<file path="config.mk">
export PLATFORM = sky130hd
export DESIGN_NAME = bus_demux2
export DESIGN_NICKNAME = d
export VERILOG_FILES = /design/src/rtl/bus_pkg.sv /design/src/rtl/bus_addr_decode.sv /design/src/rtl/bus_demux2.sv
export SDC_FILE = /design/constraint.sdc
export NUM_CORES = 1
export LEC_CHECK = 0
export ABC_AREA = 1
export BUFFER_PORTS_ARGS = -buffer_cell sky130_fd_sc_hd__buf_4
export CORE_AREA = 2 2 121 123
export CTS_BUF_LIST = sky130_fd_sc_hd__clkbuf_16
export CTS_CLUSTER_SIZE = 8
export DETAILED_ROUTE_END_ITERATION = 8
export DIE_AREA = 0 0 123 125
export PLACE_DENSITY = 0.62
export SLEW_MARGIN = 30
export SYNTH_ARGS = -nofsm -noshare
export SYNTH_HDL_FRONTEND = slang
export SYNTH_SLANG_ARGS = --single-unit
</file>
<file path="constraint.sdc">
create_clock -name clk -period 5.7 [get_ports clk]
set_input_delay 0 -clock clk [delete_from_list [all_inputs] [get_ports clk]]
set_output_delay 0 -clock clk [all_outputs]
set_load 0.02 [all_outputs]
</file>
<file path="src/rtl/bus_pkg.sv">
// rtl/bus_pkg.sv - shared target enum, request/response structs and window decode helper
package bus_pkg;

    typedef enum logic [1:0] {
        TGT_RAM  = 2'd0,
        TGT_MMIO = 2'd1,
        TGT_ERR  = 2'd2
    } tgt_e;

    typedef struct packed {
        logic [31:0] addr;
        logic        we;
        logic [31:0] wdata;
        logic [3:0]  wstrb;
    } bus_req_t;

    typedef struct packed {
        logic [31:0] rdata;
        logic        err;
    } bus_rsp_t;

    // Subtraction form avoids overflow when base+size wraps past 2^32.
    function automatic logic in_window(input logic [31:0] addr,
                                       input logic [31:0] base,
                                       input logic [31:0] size);
        return (addr >= base) && ((addr - base) < size);
    endfunction

endpackage

</file>
<file path="src/rtl/bus_addr_decode.sv">
// rtl/bus_addr_decode.sv - combinational address to target decode
module bus_addr_decode
    import bus_pkg::*;
#(
    parameter logic [31:0] RAM_BASE  = 32'h0000_0000,
    parameter logic [31:0] RAM_SIZE  = 32'h0001_0000,
    parameter logic [31:0] MMIO_BASE = 32'h1000_0000,
    parameter logic [31:0] MMIO_SIZE = 32'h0000_1000
) (
    input  logic [31:0] addr,
    output tgt_e        tgt
);

    always_comb begin
        tgt = TGT_ERR;
        if (in_window(addr, RAM_BASE, RAM_SIZE)) begin
            tgt = TGT_RAM;
        end else if (in_window(addr, MMIO_BASE, MMIO_SIZE)) begin
            tgt = TGT_MMIO;
        end
    end

endmodule

</file>
<file path="src/rtl/bus_demux2.sv">
// rtl/bus_demux2.sv - 1:2 load/store demux with in-order registered responses and local decode errors
module bus_demux2
    import bus_pkg::*;
#(
    parameter logic [31:0] RAM_BASE  = 32'h0000_0000,
    parameter logic [31:0] RAM_SIZE  = 32'h0001_0000,
    parameter logic [31:0] MMIO_BASE = 32'h1000_0000,
    parameter logic [31:0] MMIO_SIZE = 32'h0000_1000,
    parameter int unsigned MAX_OUT   = 2
) (
    input  logic        clk,
    input  logic        rst_n,
    input  logic        req_valid,
    output logic        req_ready,
    input  logic [31:0] req_addr,
    input  logic        req_we,
    input  logic [31:0] req_wdata,
    input  logic [3:0]  req_wstrb,
    output logic        t0_req_valid,
    input  logic        t0_req_ready,
    output logic [31:0] t0_req_addr,
    output logic        t0_req_we,
    output logic [31:0] t0_req_wdata,
    output logic [3:0]  t0_req_wstrb,
    input  logic        t0_rsp_valid,
    input  logic [31:0] t0_rsp_rdata,
    output logic        t1_req_valid,
    input  logic        t1_req_ready,
    output logic [31:0] t1_req_addr,
    output logic        t1_req_we,
    output logic [31:0] t1_req_wdata,
    output logic [3:0]  t1_req_wstrb,
    input  logic        t1_rsp_valid,
    input  logic [31:0] t1_rsp_rdata,
    output logic        rsp_valid,
    output logic [31:0] rsp_rdata,
    output logic        rsp_err,
    output logic        spurious
);

    localparam logic [2:0] CNT_MAX = 3'(MAX_OUT);

    tgt_e       sel;
    tgt_e       cur_tgt;
    logic [2:0] cnt;
    logic [2:0] cnt_n;
    logic [2:0] push_idx;
    logic [7:0] we_q;
    logic [7:0] we_n;
    logic       stall;
    logic       accept;
    logic       t0_hit;
    logic       t1_hit;
    logic       err_hit;
    logic       pop;
    logic       spur_evt;
    bus_req_t   req;
    bus_rsp_t   rsp_q;
    bus_rsp_t   rsp_n;

    bus_addr_decode #(
        .RAM_BASE (RAM_BASE),
        .RAM_SIZE (RAM_SIZE),
        .MMIO_BASE(MMIO_BASE),
        .MMIO_SIZE(MMIO_SIZE)
    ) u_decode (
        .addr(req_addr),
        .tgt (sel)
    );

    assign req = '{addr: req_addr, we: req_we, wdata: req_wdata, wstrb: req_wstrb};

    assign t0_req_addr  = req.addr;
    assign t0_req_we    = req.we;
    assign t0_req_wdata = req.wdata;
    assign t0_req_wstrb = req.wstrb;
    assign t1_req_addr  = req.addr;
    assign t1_req_we    = req.we;
    assign t1_req_wdata = req.wdata;
    assign t1_req_wstrb = req.wstrb;

    // Only one target may own outstanding requests, so responses can't reorder.
    assign stall        = ((cnt != 3'd0) && (sel != cur_tgt)) || (cnt == CNT_MAX);
    assign t0_req_valid = req_valid && (sel == TGT_RAM)  && !stall;
    assign t1_req_valid = req_valid && (sel == TGT_MMIO) && !stall;
    assign req_ready    = !stall && ((sel == TGT_RAM)  ? t0_req_ready :
                                     (sel == TGT_MMIO) ? t1_req_ready : 1'b1);
    assign accept       = req_valid && req_ready;

    assign t0_hit   = t0_rsp_valid && (cnt != 3'd0) && (cur_tgt == TGT_RAM);
    assign t1_hit   = t1_rsp_valid && (cnt != 3'd0) && (cur_tgt == TGT_MMIO);
    assign err_hit  = (cnt != 3'd0) && (cur_tgt == TGT_ERR);
    assign pop      = t0_hit || t1_hit || err_hit;
    assign spur_evt = (t0_rsp_valid && !t0_hit) || (t1_rsp_valid && !t1_hit);

    assign cnt_n    = cnt + {2'b00, accept} - {2'b00, pop};
    assign push_idx = cnt - {2'b00, pop};

    // In-order store flags so store responses return zero read data.
    always_comb begin
        we_n = pop ? {1'b0, we_q[7:1]} : we_q;
        if (accept) begin
            we_n[push_idx] = req_we;
        end
    end

    always_comb begin
        rsp_n = '0;
        rsp_n.err = err_hit;
        if (t0_hit && !we_q[0]) begin
            rsp_n.rdata = t0_rsp_rdata;
        end else if (t1_hit && !we_q[0]) begin
            rsp_n.rdata = t1_rsp_rdata;
        end
    end

    always_ff @(posedge clk or negedge rst_n) begin
        if (!rst_n) begin
            cnt       <= 3'd0;
            cur_tgt   <= TGT_RAM;
            we_q      <= 8'd0;
            rsp_valid <= 1'b0;
            rsp_q     <= '0;
            spurious  <= 1'b0;
        end else begin
            cnt       <= cnt_n;
            we_q      <= we_n;
            rsp_valid <= pop;
            rsp_q     <= rsp_n;
            if (accept) begin
                cur_tgt <= sel;
            end
            if (spur_evt) begin
                spurious <= 1'b1;
            end
        end
    end

    assign rsp_rdata = rsp_q.rdata;
    assign rsp_err   = rsp_q.err;

endmodule

</file>
* Word level (Yosys, flattened, before mapping)
Index checks and enable logic that the tools add are counted.
** Word-level totals
- Bits in registers :: 48
- Input bits :: 140
- Output and inout port bits :: 176
- Logic and storage cells :: 63
** Operators by class
- Add/subtract/negate cells :: 4
- Magnitude comparators :: 6
- Equality and inequality tests :: 5
- Multiplexer cells :: 11
- Reduce and logical (&&, ||, !) cells :: 30
** Operator list (count)
- $mux W32 :: 2
- $ge A32 B1 Y1 const B :: 1
- $ge A32 B29 Y1 const B :: 1
- $lt A32 B13 Y1 const B :: 1
- $lt A32 B17 Y1 const B :: 1
- $sub A32 B29 Y32 const B :: 1
- $logic_and A1 B1 Y1 :: 19
- $mux W8 :: 2
- $bwmux W8 :: 1
- $sub A3 B1 Y3 :: 2
- $eq A2 B1 Y1 const B :: 2
- $logic_not A1 Y1 :: 4
- $logic_not A2 Y1 :: 2
- $logic_or A1 B1 Y1 :: 4
- $lt A3 B4 Y1 const B :: 1
- $mux W2 :: 2
- $add A3 B1 Y3 :: 1
- $demux W1 S3 :: 1
- $eq A3 B2 Y1 const B :: 1
- $ge A3 B1 Y1 const B :: 1
- $mux W1 :: 3
- $reduce_bool A3 Y1 :: 1
- $eq A2 B2 Y1 const B :: 1
- $ne A2 B2 Y1 :: 1

* Logic depth before layout (Yosys ltp)
Gate-level depths: netlist of run 1.
- Depth in word-level cells :: 13
- Depth in mapped cells :: 18
- Mapped depth without buffers :: 17

* Hierarchy
Synthesis of run 1 repeated with hierarchy kept, for this count alone.
** Second synthesis, totals
- Cells, all modules :: 462
- Area, all modules :: 3657.3 µm²
** By module, submodules not included
- bus_demux2 :: times used 1, cells an instance 424, area an instance 3508.4 µm², sequential area each 1201.2 µm²
- bus_addr_decode :: times used 1, cells an instance 38, area an instance 148.9 µm², sequential area each 0.0 µm²

* Worst setup path after synthesis of run 1
Ideal clock, no wire load.
- Path kind :: register -> register
- Start point :: register cnt[2]
- End point :: register we_q[1]
- Setup time :: 0.066 ns
- Arrival :: 2.185 ns
- Required time :: 5.634 ns
- Path slack :: 3.448 ns
- Cell stages (with the launch flop) :: 16
- Buffers on the path :: 1
- Period minus slack after synthesis :: 2.252 ns
- Path through :: dfrtp_1 > nor2_2 > nand2_2 > o211ai_2 > nand2_4 > buf_6 > ha_1 > ha_1 > or2_1 > nand2_1 > inv_1 > nor3_1 > nand2_1 > o21ai_1 > nand4_1 > nand2_1
** Between the ends
- Word-level cells in the longest chain between the ends :: 12
- Elaborated cells on any way between the ends :: 23
- Those cells by class :: add/sub: 1; order compare: 2; eq/ne: 1; mux: 5; reduce/logical: 14
** Ends and longest elaborated chain
- from (decl) :: RTL line bus_demux2.sv:45 : logic [2:0] cnt;
- from (signal assigned) :: RTL line bus_demux2.sv:126 : cnt <= cnt_n;
- $reduce_bool A3 Y1 (*) :: RTL line bus_demux2.sv:90, bus_demux2.sv:91, bus_demux2.sv:92
- $logic_and A1 B1 Y1 (on tied branches) (2 in series) :: RTL line bus_demux2.sv:90, bus_demux2.sv:91
- $logic_or A1 B1 Y1 :: RTL line bus_demux2.sv:93 : assign pop = t0_hit || t1_hit || err_hit;
- $logic_or A1 B1 Y1 (*) :: RTL line bus_demux2.sv:93
- named net pop :: RTL line bus_demux2.sv:55 : logic pop;
- $sub A3 B1 Y3 :: RTL line bus_demux2.sv:97 : assign push_idx = cnt - {2'b00, pop};
- $lt A3 B4 Y1 (not written as such) / $ge A3 B1 Y1 (equally long branches) :: RTL line bus_demux2.sv:103 : we_n[push_idx] = req_we;
- $logic_and A1 B1 Y1 (not written as such) :: RTL line bus_demux2.sv:103
- $mux W1 (not written as such) :: RTL line bus_demux2.sv:103
- $demux W1 S3 :: RTL line bus_demux2.sv:103
- $bwmux W8 :: RTL line bus_demux2.sv:103
- $mux W8 (*) :: RTL line bus_demux2.sv:102 : if (accept) begin
- named net we_n[1] :: RTL line bus_demux2.sv:49 : logic [7:0] we_n;
- to (signal assigned) :: RTL line bus_demux2.sv:127 : we_q <= we_n;
- to (decl) :: RTL line bus_demux2.sv:48 : logic [7:0] we_q;
Mark *: on every way through the listed nets, which the timed path passes. The rest lies on a longest branch.
A chain may end at the register's enable or synchronous reset.

* Worst setup path after layout of run 1
- Start point :: register cur_tgt[0]
- End point :: register cnt[2]
** Between the ends
- Word-level cells in the longest chain between the ends :: 8
- Elaborated cells on any way between the ends :: 16
- Those cells by class :: add/sub: 2; eq/ne: 3; reduce/logical: 11
** Ends and longest elaborated chain
- from (decl) :: RTL line bus_demux2.sv:44 : tgt_e cur_tgt;
- from (signal assigned) :: RTL line bus_demux2.sv:131 : cur_tgt <= sel;
- $ne A2 B2 Y1 :: RTL line bus_demux2.sv:83 : assign stall = ((cnt != 3'd0) && (sel != cur_tgt)) || (cnt == CNT_MAX);
- $logic_and A1 B1 Y1 :: RTL line bus_demux2.sv:83
- $logic_or A1 B1 Y1 :: RTL line bus_demux2.sv:83
- $logic_not A1 Y1 :: RTL line bus_demux2.sv:86 : assign req_ready = !stall && ((sel == TGT_RAM) ? t0_req_ready :
- $logic_and A1 B1 Y1 :: RTL line bus_demux2.sv:86
- $logic_and A1 B1 Y1 :: RTL line bus_demux2.sv:88 : assign accept = req_valid && req_ready;
- $add A3 B1 Y3 :: RTL line bus_demux2.sv:96 : assign cnt_n = cnt + {2'b00, accept} - {2'b00, pop};
- $sub A3 B1 Y3 (*) :: RTL line bus_demux2.sv:96
- named net cnt_n[2] :: RTL line bus_demux2.sv:46 : logic [2:0] cnt_n;
Marked as above.

==> impl_metrics.py, run 1 <==
metrics = {
    "status": {
        "status": "completed",
    },
    "route": {
        "avgRoutedWirePerCell_microns": 15.3,
        "wirelength_microns": 11300,
        "first_pass_iters": 4,
        "drc": 0,
        "vias": 3113,
        "via_per_inst": 4.21,
        "ant_nets": 0,
        "drtIter0Drc": 115,
    },
    "floorplanning": {
        "core_sq_um": 14200,
        "die_width_microns": 123,
        "start_util_pct": 25.5,
        "die_h_microns": 125,
        "fp-row-count": 44,
        "io_pins": 316,
        "die-area_sq_um": 15400,
    },
    "power_and_ir_drop": {
        "p_clk_share_pct": 22.5,
        "vdd_drop_max_mv": 0.126,
        "p_per_area_nw_per_um2": 354,
        "p_comb_share_pct": 50.4,
        "p_leak_nw": 2.64,
        "internal_power_mw": 1.04,
        "seqPwrFrac_pct": 27.2,
        "total_power_mw": 1.73,
        "p_switching_uw": 695,
        "power.share.switching_pct": 40.1,
    },
    "cts": {
        "root_buffer": "clkbuf_16",
        "numCtsBuffers": 5,
        "cts_sinks": 48,
        "cts_tree": "yes",
        "insertion_delay_ns": 0.29,
        "cts_max_level": 2,
        "clockBufferDepth": 2,
        "path_clk_slew_ns": 0.07,
    },
    "flow_run": {
        "maxCapViolCount": 0,
    },
    "sta": {
        "slew_viol_final": 0,
        "timing.fmax_ghz": 0.379,
        "fin_crit_ns": 2.64,
        "final.setup.tns_ns": 0,
        "fin_skew_ns": 0.00914,
        "rsz0062_at_grt": "false",
        "worst_slew_pin_slew_ns": 0.648,
        "finalCritPeriodShare_pct": 46.3,
        "finalHoldViolations": 0,
        "slew_headroom_pct": 56.8,
        "finalSetupViolations": 0,
    },
    "worst_hold_path": {
        "hold_path_depth": 0,
        "hold_start": "req_wstrb[1]",
        "hold_path.class": "primary input to primary output",
    },
    "synthesis": {
        "synth_common_cells": "buf_4 (139), inv_1 (60), dfrtp_1 (48)",
        "synth-edff-count": 0,
        "synthDominantCellAreaShare_pct": 33.2,
        "synth_seq_area_share_pct": 33.2,
        "synth_ff_type": "dfrtp_1",
        "synthTopCellsByArea": "dfrtp_1 (33%), buf_4 (29%), inv_1 (6.2%), o21ai_1 (6.1%), nand2_1 (4.9%)",
        "synthDistinctLibCells": 32,
        "ys_ff_latch": 48,
        "syn_area_sq_um": 3620,
        "yosys_warnings": 0,
        "synth.largest_area_cell": "dfrtp_1",
        "synth_nets": 606,
        "syn_inst": 461,
        "async_flop_share_pct": 100,
        "synth_area_per_cell_sq_um": 7.85,
        "synth_most_common_cell": "buf_4",
    },
    "global_routing": {
        "grt_start_max_net_pins": 49,
        "grt_first_pass_wirelength_microns": 16400,
        "grt_antenna_before_repair": 0,
        "globalRouteTotalUtil_pct": 13.9,
        "grt_pass1_vias": 2985,
        "grt_overflow": 0,
    },
    "worst_setup_path": {
        "startpoint_type": "flop",
        "rr_worst_depth": 12,
        "worstPathRequired_ns": 5.91,
        "path_max_fanout": 12,
        "crit_start": "cur_tgt[0]",
        "worst_ep_arrival_time_ns": 2.85,
        "critPathKind": "flop to flop",
        "rrSetupSlack_ns": 3.06,
        "cp-end-kind": "flop",
        "r2r_start": "cur_tgt[0]",
    },
    "cells_and_area": {
        "n_antenna_cell": 0,
        "drive_gt1_share_pct": 36.5,
        "syn_to_final_growth_pct": 35.3,
        "final_nets": 700,
        "stdcell_area_sq_um": 4900,
    },
    "placed_design": {
        "dp_hpwl_microns": 8230,
        "place_area_sq_um": 4040,
        "port_buffers": 171,
        "place_congestion": 0.747,
    },
}
-- worst max-delay path, stage by stage (launching register included) --
cell and delay, ns:
dfrtp_1 0.47, inv_2 0.12, nand2_1 0.06, nand2_1 0.07, nand3_2 0.09, nand2_2 0.18, nand3_2 0.24, ha_1 0.36
inv_1 0.04, ha_1 0.18, fa_1 0.37, xnor2_1 0.17, xor2_1 0.19
-- placed cells by master, fill, tap and decap left out, types with 2 or more instances in the layout --
master / instances
dfrtp_1: 48
bufinv_16: 2
nor2_1: 14
nand2_2: 6
nand4_1: 12
clkbuf_16: 5
buf_4: 174
o21ai_1: 44
ha_1: 4
nor2_4: 2
nand3_1: 35
o21ai_0: 3
nand2_1: 47
inv_2: 3
nand3_2: 2
nor3_1: 12
inv_1: 60
nor2_2: 4
dlygate4sd3_1: 66
-- path summary, 6_finish.rpt --
path,to
min in group asynchronous,rsp_rdata[10]
setup reg to reg,cnt[2]
hold reg to reg,spurious
hold / removal,t0_req_wstrb[1]
setup / recovery,cnt[2]
max in group asynchronous,rsp_rdata[0]
-- final cells by class --
cell class | count | area (sq um)
fill | 1509 | 9310
timing repair buffer | 240 | 1970
sequential | 48 | 1200
multi-input combinational | 197 | 1070
inverter | 63 | 236
tap | 184 | 230
clock buffer | 5 | 125
clock inverter | 3 | 68.8
-- power groups by stage --
stage | Sequential, mW | Combinational (mW) | Clock, mW
after CTS | 0.471 | 0.881 | 0.400
after global routing | 0.481 | 0.985 | 0.413
final | 0.471 | 0.872 | 0.389
after floorplan | 0.519 | 0.627 | 0
after detailed placement | 0.476 | 0.818 | 0
after global placement | 0.477 | 0.803 | 0
-- repair_timing --
action / CTS / global route
resized for setup: 0 / 0
endpoints found under the setup margin: 0 / 0
hold endpoints to repair: 81 / 0
buffers inserted: 0 / 0
hold buffers: 66 / 0
-- logic make-up after synthesis --
kind of cell | after synthesis | synth area share (%)
flip-flops | 48 | 33.2
AO/OA/AOI/OAI | 51 | 7.54
adder cells (fa/ha/maj) | 5 | 1.94
XOR/XNOR | 2 | 0.484
buffers and inverters | 216 | 37.3
AND/OR/NAND/NOR | 139 | 19.5
-- through the flow --
stage	std cells	setup slack, ns	hold WS (ns)	utilization (%)
2_1_floorplan	461	3.45	-0.296	-
3_3_place_gp	666	3.03	0.000202	28.5
3_5_place_dp	666	2.94	0.000202	28.5
4_1_cts	740	3.04	0.000202	34.5
5_1_grt	740	2.82	0.0000311	34.5
6_report	740	3.06	0.0000119	34.5
-- per-layer routing --
layer / part of all wire, % / GRT usage (%) / vias to the layer above
li1: - / - / 1499
met1: 35 / 14.3 / 1378
met2: 49 / 24.2 / 197
met3: 12 / 6.20 / 39
met4: 4.0 / 6.02 / 0
met5: 0 / 0 / -
-- state kept, by name, indices dropped and copies added (netlist names) --
register and count:
cnt 3, cur_tgt 2, rsp_err 1, rsp_rdata 32
rsp_valid 1, spurious 1, we_q 8
Power figures use the tool's default switching activity.
==> run 2, diff against run 1 <==
Settings changed: CORE_AREA 2 2 121 123 to 2 2 122 124, DIE_AREA 0 0 123 125 to 0 0 124 126.
Clock period 5.7 ns to 2.76 ns, I/O delays scaled along.
==> impl_metrics.py, run 2 (synthesis gave the netlist of run 1 again) <==
metrics = {
    "status": {
        "status": "completed",
    },
    "cells_and_area": {
        "final_nets": 700,
        "multi_input_area_sq_um": 1070,
        "layout_commonest_cell": "buf_4",
        "n_fill_cell": 1486,
        "mostFrequentLayoutCells": "buf_4 (176), dlygate4sd3_1 (64), inv_1 (60)",
        "largest_reg_flops": 32,
        "regArea_sq_um": 1200,
        "syn_to_final_growth_pct": 34.5,
        "drive_gt1_share_pct": 36.9,
        "n_antenna_cell": 0,
    },
    "sta": {
        "finalWorstSetupSlack_ns": 0.279,
        "finalHoldViolations": 0,
        "finalSetupViolations": 0,
        "slew_viol_final": 0,
        "rsz0062_at_grt": "true",
        "finalCritPeriodShare_pct": 89.9,
        "whs_ns": 0.0000108,
        "fin_skew_ns": 0.00601,
        "worst_slew_pin_slew_ns": 0.627,
        "timing.fmax_ghz": 0.403,
        "fin_crit_ns": 2.48,
        "slew_headroom_pct": 58.2,
    },
    "floorplanning": {
        "die_width_microns": 124,
        "die-area_sq_um": 15600,
        "io_pins": 316,
        "fp-row-count": 44,
        "start_util_pct": 25.3,
        "die_h_microns": 126,
        "core_sq_um": 14300,
    },
    "worst_setup_path": {
        "rr_endpoint": "we_q[0]",
        "r2r_start": "cnt[2]",
        "rrSetupSlack_ns": 0.28,
        "critPathKind": "flop to flop",
        "cp_top_family": "simple AND/OR/NAND/NOR gates",
        "cp-end-kind": "flop",
        "crit_top_cell": "nand2_1",
        "slowest_delay_ns": 0.43,
        "worstPathCellList": "nor2_2, nand2_2, o211ai_2, nand2_4, ha_1, ha_1, or2_1, nand2_1, inv_1, nor3_1, nand2_1, o21ai_1, nand4_1, nand2_1",
        "worstPathRequired_ns": 2.98,
        "cpMaxStageDelayCell": "dfrtp_1",
        "path_buf_inv": 1,
        "startpoint_type": "flop",
        "worst_ep_arrival_time_ns": 2.70,
        "rr_worst_depth": 14,
        "path_max_fanout": 17,
    },
    "power_and_ir_drop": {
        "p_clk_share_pct": 20.0,
        "p_switching_mw": 1.42,
        "seqPwrFrac_pct": 27.8,
        "vdd_drop_max_mv": 0.291,
        "power.share.switching_pct": 40.7,
        "p_comb_share_pct": 52.2,
        "internal_power_mw": 2.07,
        "p_per_area_nw_per_um2": 716,
        "p_leak_nw": 2.62,
        "total_power_mw": 3.49,
    },
    "worst_hold_path": {
        "hold_path.class": "primary input to primary output",
        "hold_start": "req_wdata[8]",
        "hold_path_depth": 0,
        "worst_hold_path.endpoint": "t0_req_wdata[8]",
    },
    "route": {
        "routed.top_layer": "met4",
        "vias": 3102,
        "drtIter0Drc": 124,
        "met3RoutedLength_microns": 1270,
        "wirelength_microns": 10700,
        "avgRoutedWirePerCell_microns": 14.4,
        "drt-met1-wl_microns": 3690,
        "via_per_inst": 4.19,
        "drc": 0,
        "wl_met2_microns": 5290,
        "first_pass_iters": 4,
        "ant_nets": 0,
    },
    "global_routing": {
        "grt_first_pass_wirelength_microns": 15600,
        "grt_antenna_before_repair": 0,
        "grt_pass1_vias": 2978,
        "grt_start_max_net_pins": 49,
        "globalRouteTotalUtil_pct": 12.9,
        "grt_overflow": 0,
    },
    "cts": {
        "numCtsBuffers": 5,
        "cts_sinks": 48,
        "cts_max_level": 2,
        "cts_setup_buffers": 0,
        "root_buffer": "clkbuf_16",
        "insertion_delay_ns": 0.28,
        "path_clk_slew_ns": 0.07,
        "cts_resized": 0,
        "cts_tree": "yes",
        "clockBufferDepth": 2,
    },
    "placed_design": {
        "port_buffers": 171,
        "dp_hpwl_microns": 7590,
        "pre_cts_slack_ns": 0.313,
        "place_congestion": 0.763,
    },
    "flow_run": {
        "maxCapViolCount": 0,
    },
}
## run 2: changes by cell type in the layout (fill, tap and decap cells not counted)
| cell | delta |
|---|---|
| bufinv_16 | -1 |
| buf_4 | +2 |
| dlygate4sd3_1 | -2 |
| clkinvlp_4 | +1 |
## run 2: per-stage QoR
step	utilization (%)	cells	setup TNS [ns]	cell area, sq um
after floorplan	-	461	0	3620
after global placement	28.3	668	0	4060
after detailed placement	28.3	668	0	4060
after CTS	34.0	740	0	4870
after global routing	34.0	740	-0.104	4870
final	34.0	740	0	4870
## run 2: layer usage
metal	GRT usage [%]	up-vias
met5	0	-
met4	5.62	0
met3	4.94	55
met2	23.0	166
met1	13.2	1380
li1	-	1501
## run 2: how the worst max path moves through the flow
stage / from / end / slack [ns] / depth (start not counted)
floorplan: cnt[2] / we_q[1] / 0.51 / 15
finish: cnt[2] / we_q[0] / 0.28 / 14
CTS: cnt[2] / we_q[0] / 0.28 / 14
detailed placement: cnt[2] / we_q[0] / 0.31 / 14
global placement: cnt[2] / we_q[0] / 0.36 / 14
global route: cnt[2] / we_q[2] / -0.03 / 14
## run 2: timing repair
action	in CTS	in global routing
setup endpoints to repair	0	4
endpoints found under the hold margin	81	0
hold buffers	64	0
## run 2: cell type report
cell class | instances | share of cell area [%]
Clock buffer | 5 | 2.57
Clock inverter | 3 | 0.951
Inverter | 63 | 4.86
Multi-Input combinational cell | 197 | 21.9
Sequential cell | 48 | 24.7
Tap cell | 184 | 4.73
Timing Repair Buffer | 240 | 40.3
## run 2: power by group through the flow
stage               clock network [mW]  logic, mW  registers, mW
finish                           0.699       1.82          0.970
global route                     0.751       2.05          0.992
CTS                              0.722       1.82          0.971
detailed placement                   0       1.69          0.983
global placement                     0       1.69          0.979
floorplan                            0       1.29           1.07
==> run 3, diff against run 2 <==
Settings changed: CORE_AREA 2 2 122 124 to 10 10 129 102, DIE_AREA 0 0 124 126 to 0 0 139 112, PLACE_DENSITY 0.62 to 0.78.
==> impl_metrics.py, run 3 (synthesis gave the netlist of run 1 again) <==
metrics = {
    "cts": {
        "clockBufferDepth": 2,
        "cts_sinks": 48,
        "numCtsBuffers": 5,
        "cts_max_level": 2,
        "cts_tree": "yes",
        "root_buffer": "clkbuf_16",
        "path_clk_slew_ns": 0.06,
        "cts_setup_buffers": 0,
        "insertion_delay_ns": 0.28,
    },
    "global_routing": {
        "grt_pass1_vias": 3329,
        "globalRouteTotalUtil_pct": 14.0,
        "grt_first_pass_wirelength_microns": 18100,
        "grt_overflow": 0,
        "grt_antenna_before_repair": 0,
        "grt_start_max_net_pins": 49,
    },
    "worst_hold_path": {
        "hold_path.class": "primary input to primary output",
    },
    "worst_setup_path": {
        "path_max_fanout": 17,
        "worstPathRequired_ns": 2.98,
        "crit_start": "cnt[2]",
        "rr_worst_depth": 14,
        "critPathKind": "flop to flop",
        "worst_ep_arrival_time_ns": 2.68,
        "startpoint_type": "flop",
        "rrSetupSlack_ns": 0.29,
        "cp-end-kind": "flop",
        "cp-endpoint": "we_q[2]",
        "r2r_start": "cnt[2]",
        "rr_endpoint": "we_q[2]",
    },
    "power_and_ir_drop": {
        "p_switching_mw": 1.42,
        "p_per_area_nw_per_um2": 740,
        "internal_power_mw": 2.15,
        "p_leak_nw": 2.63,
        "power.share.switching_pct": 39.7,
        "p_clk_share_pct": 21.1,
        "total_power_mw": 3.57,
        "seqPwrFrac_pct": 27.6,
        "p_comb_share_pct": 51.3,
        "vdd_drop_max_mv": 0.337,
    },
    "floorplanning": {
        "fp-row-count": 33,
        "start_util_pct": 34.0,
        "die_width_microns": 139,
        "io_pins": 316,
        "die_h_microns": 112,
        "core_sq_um": 10700,
        "die-area_sq_um": 15600,
    },
    "placed_design": {
        "placed_cells": 624,
        "port_buffers": 171,
        "pre_cts_slack_ns": 0.313,
        "dp_hpwl_microns": 8360,
        "place_congestion": 0.927,
    },
    "cells_and_area": {
        "multi_input_area_sq_um": 1070,
        "post-route-util_pct": 45.3,
        "n_antenna_cell": 0,
        "drive_gt1_share_pct": 36.8,
        "final_cells": 695,
        "final_nets": 700,
        "largest_reg_flops": 32,
        "mostFrequentLayoutCells": "buf_4 (176), dlygate4sd3_1 (64), inv_1 (60)",
        "syn_to_final_growth_pct": 33.4,
        "layout_commonest_cell": "buf_4",
        "n_fill_cell": 978,
        "regArea_sq_um": 1200,
    },
    "sta": {
        "finalSetupViolations": 0,
        "timing.fmax_ghz": 0.405,
        "finalHoldViolations": 0,
        "finalWorstSetupSlack_ns": 0.293,
        "finalCritPeriodShare_pct": 89.4,
        "slew_headroom_pct": 58.8,
        "fin_skew_ns": 0.00368,
        "worst_slew_pin_slew_ns": 0.618,
        "final.setup.tns_ns": 0,
        "slew_viol_final": 0,
        "rsz0062_at_grt": "false",
        "fin_crit_ns": 2.47,
    },
    "route": {
        "wirelength_microns": 11600,
        "drc": 0,
        "ant_nets": 0,
        "vias": 3186,
        "avgRoutedWirePerCell_microns": 16.7,
        "drtIter0Drc": 168,
        "first_pass_iters": 4,
        "via_per_inst": 4.58,
    },
    "flow_run": {
        "maxCapViolCount": 0,
    },
    "status": {
        "status": "completed",
    },
}
run 3: cell count changes in the layout (fill, tap and decap cells not counted):
cell	previous run	this run
bufinv_16	1	2
inv_6	1	0
clkinvlp_4	1	0
run 3: worst max-delay path: stages, from the launching register on:
cell	delay (ns)
dfrtp_1	0.41
nor2_2	0.14
nand2_2	0.12
o211ai_2	0.12
nand2_4	0.16
ha_1	0.22
ha_1	0.18
or2_1	0.20
nand2_1	0.14
inv_1	0.10
nor3_1	0.22
nand2_1	0.09
o21ai_1	0.09
nand4_1	0.11
nand2_1	0.09
run 3: how the worst min path moves through the flow:
stage               cells past startpoint  slack [ns]     startpoint               end
floorplan                               0       -0.30          rst_n            cnt[0]
global placement                        0      0.0002  req_wdata[17]  t0_req_wdata[17]
detailed placement                      0      0.0002  req_wdata[17]  t0_req_wdata[17]
CTS                                     0      0.0002  req_wdata[17]  t0_req_wdata[17]
global route                            0     0.00003   req_wstrb[1]   t0_req_wstrb[1]
finish                                  0     0.00001   req_wdata[1]   t0_req_wdata[1]
run 3: repair_timing:
action,in CTS,in global routing
endpoints found under the hold margin,81,0
gates resized for setup,0,0
hold buffers,64,0
run 3: power groups by stage:
stage,Sequential (mW),Combinational (mW),Clock (mW)
4_1_cts,0.982,1.83,0.780
3_3_place_gp,0.984,1.65,0
2_1_floorplan,1.07,1.29,0
3_5_place_dp,0.994,1.69,0
5_1_grt,1.00,2.04,0.814
6_report,0.985,1.83,0.755
run 3: final cells by class:
cell class                 count  area share [%]
clock buffer                   5            2.59
clock inverter                 2            1.24
tap                          140            3.63
inverter                      63            4.90
timing repair buffer         240            40.6
sequential                    48            24.9
multi-input combinational    197            22.1
run 3: metrics by stage:
step                      cell area [sq um]  hold slack, ns
final                                  4830      0.00000985
after global routing                   4830       0.0000340
after CTS                              4830        0.000200
after detailed placement               4000        0.000200
after global placement                 4000        0.000200
after floorplan                        3620          -0.296
run 3: layer usage:
metal  routed length [microns]  part of all wire [%]  GRT usage [%]
met3                      1030                   8.8           4.71
met4                       312                   2.7           5.41
met5                         0                     0              0
met1                      4590                    39           15.7
met2                      5710                    49           24.2
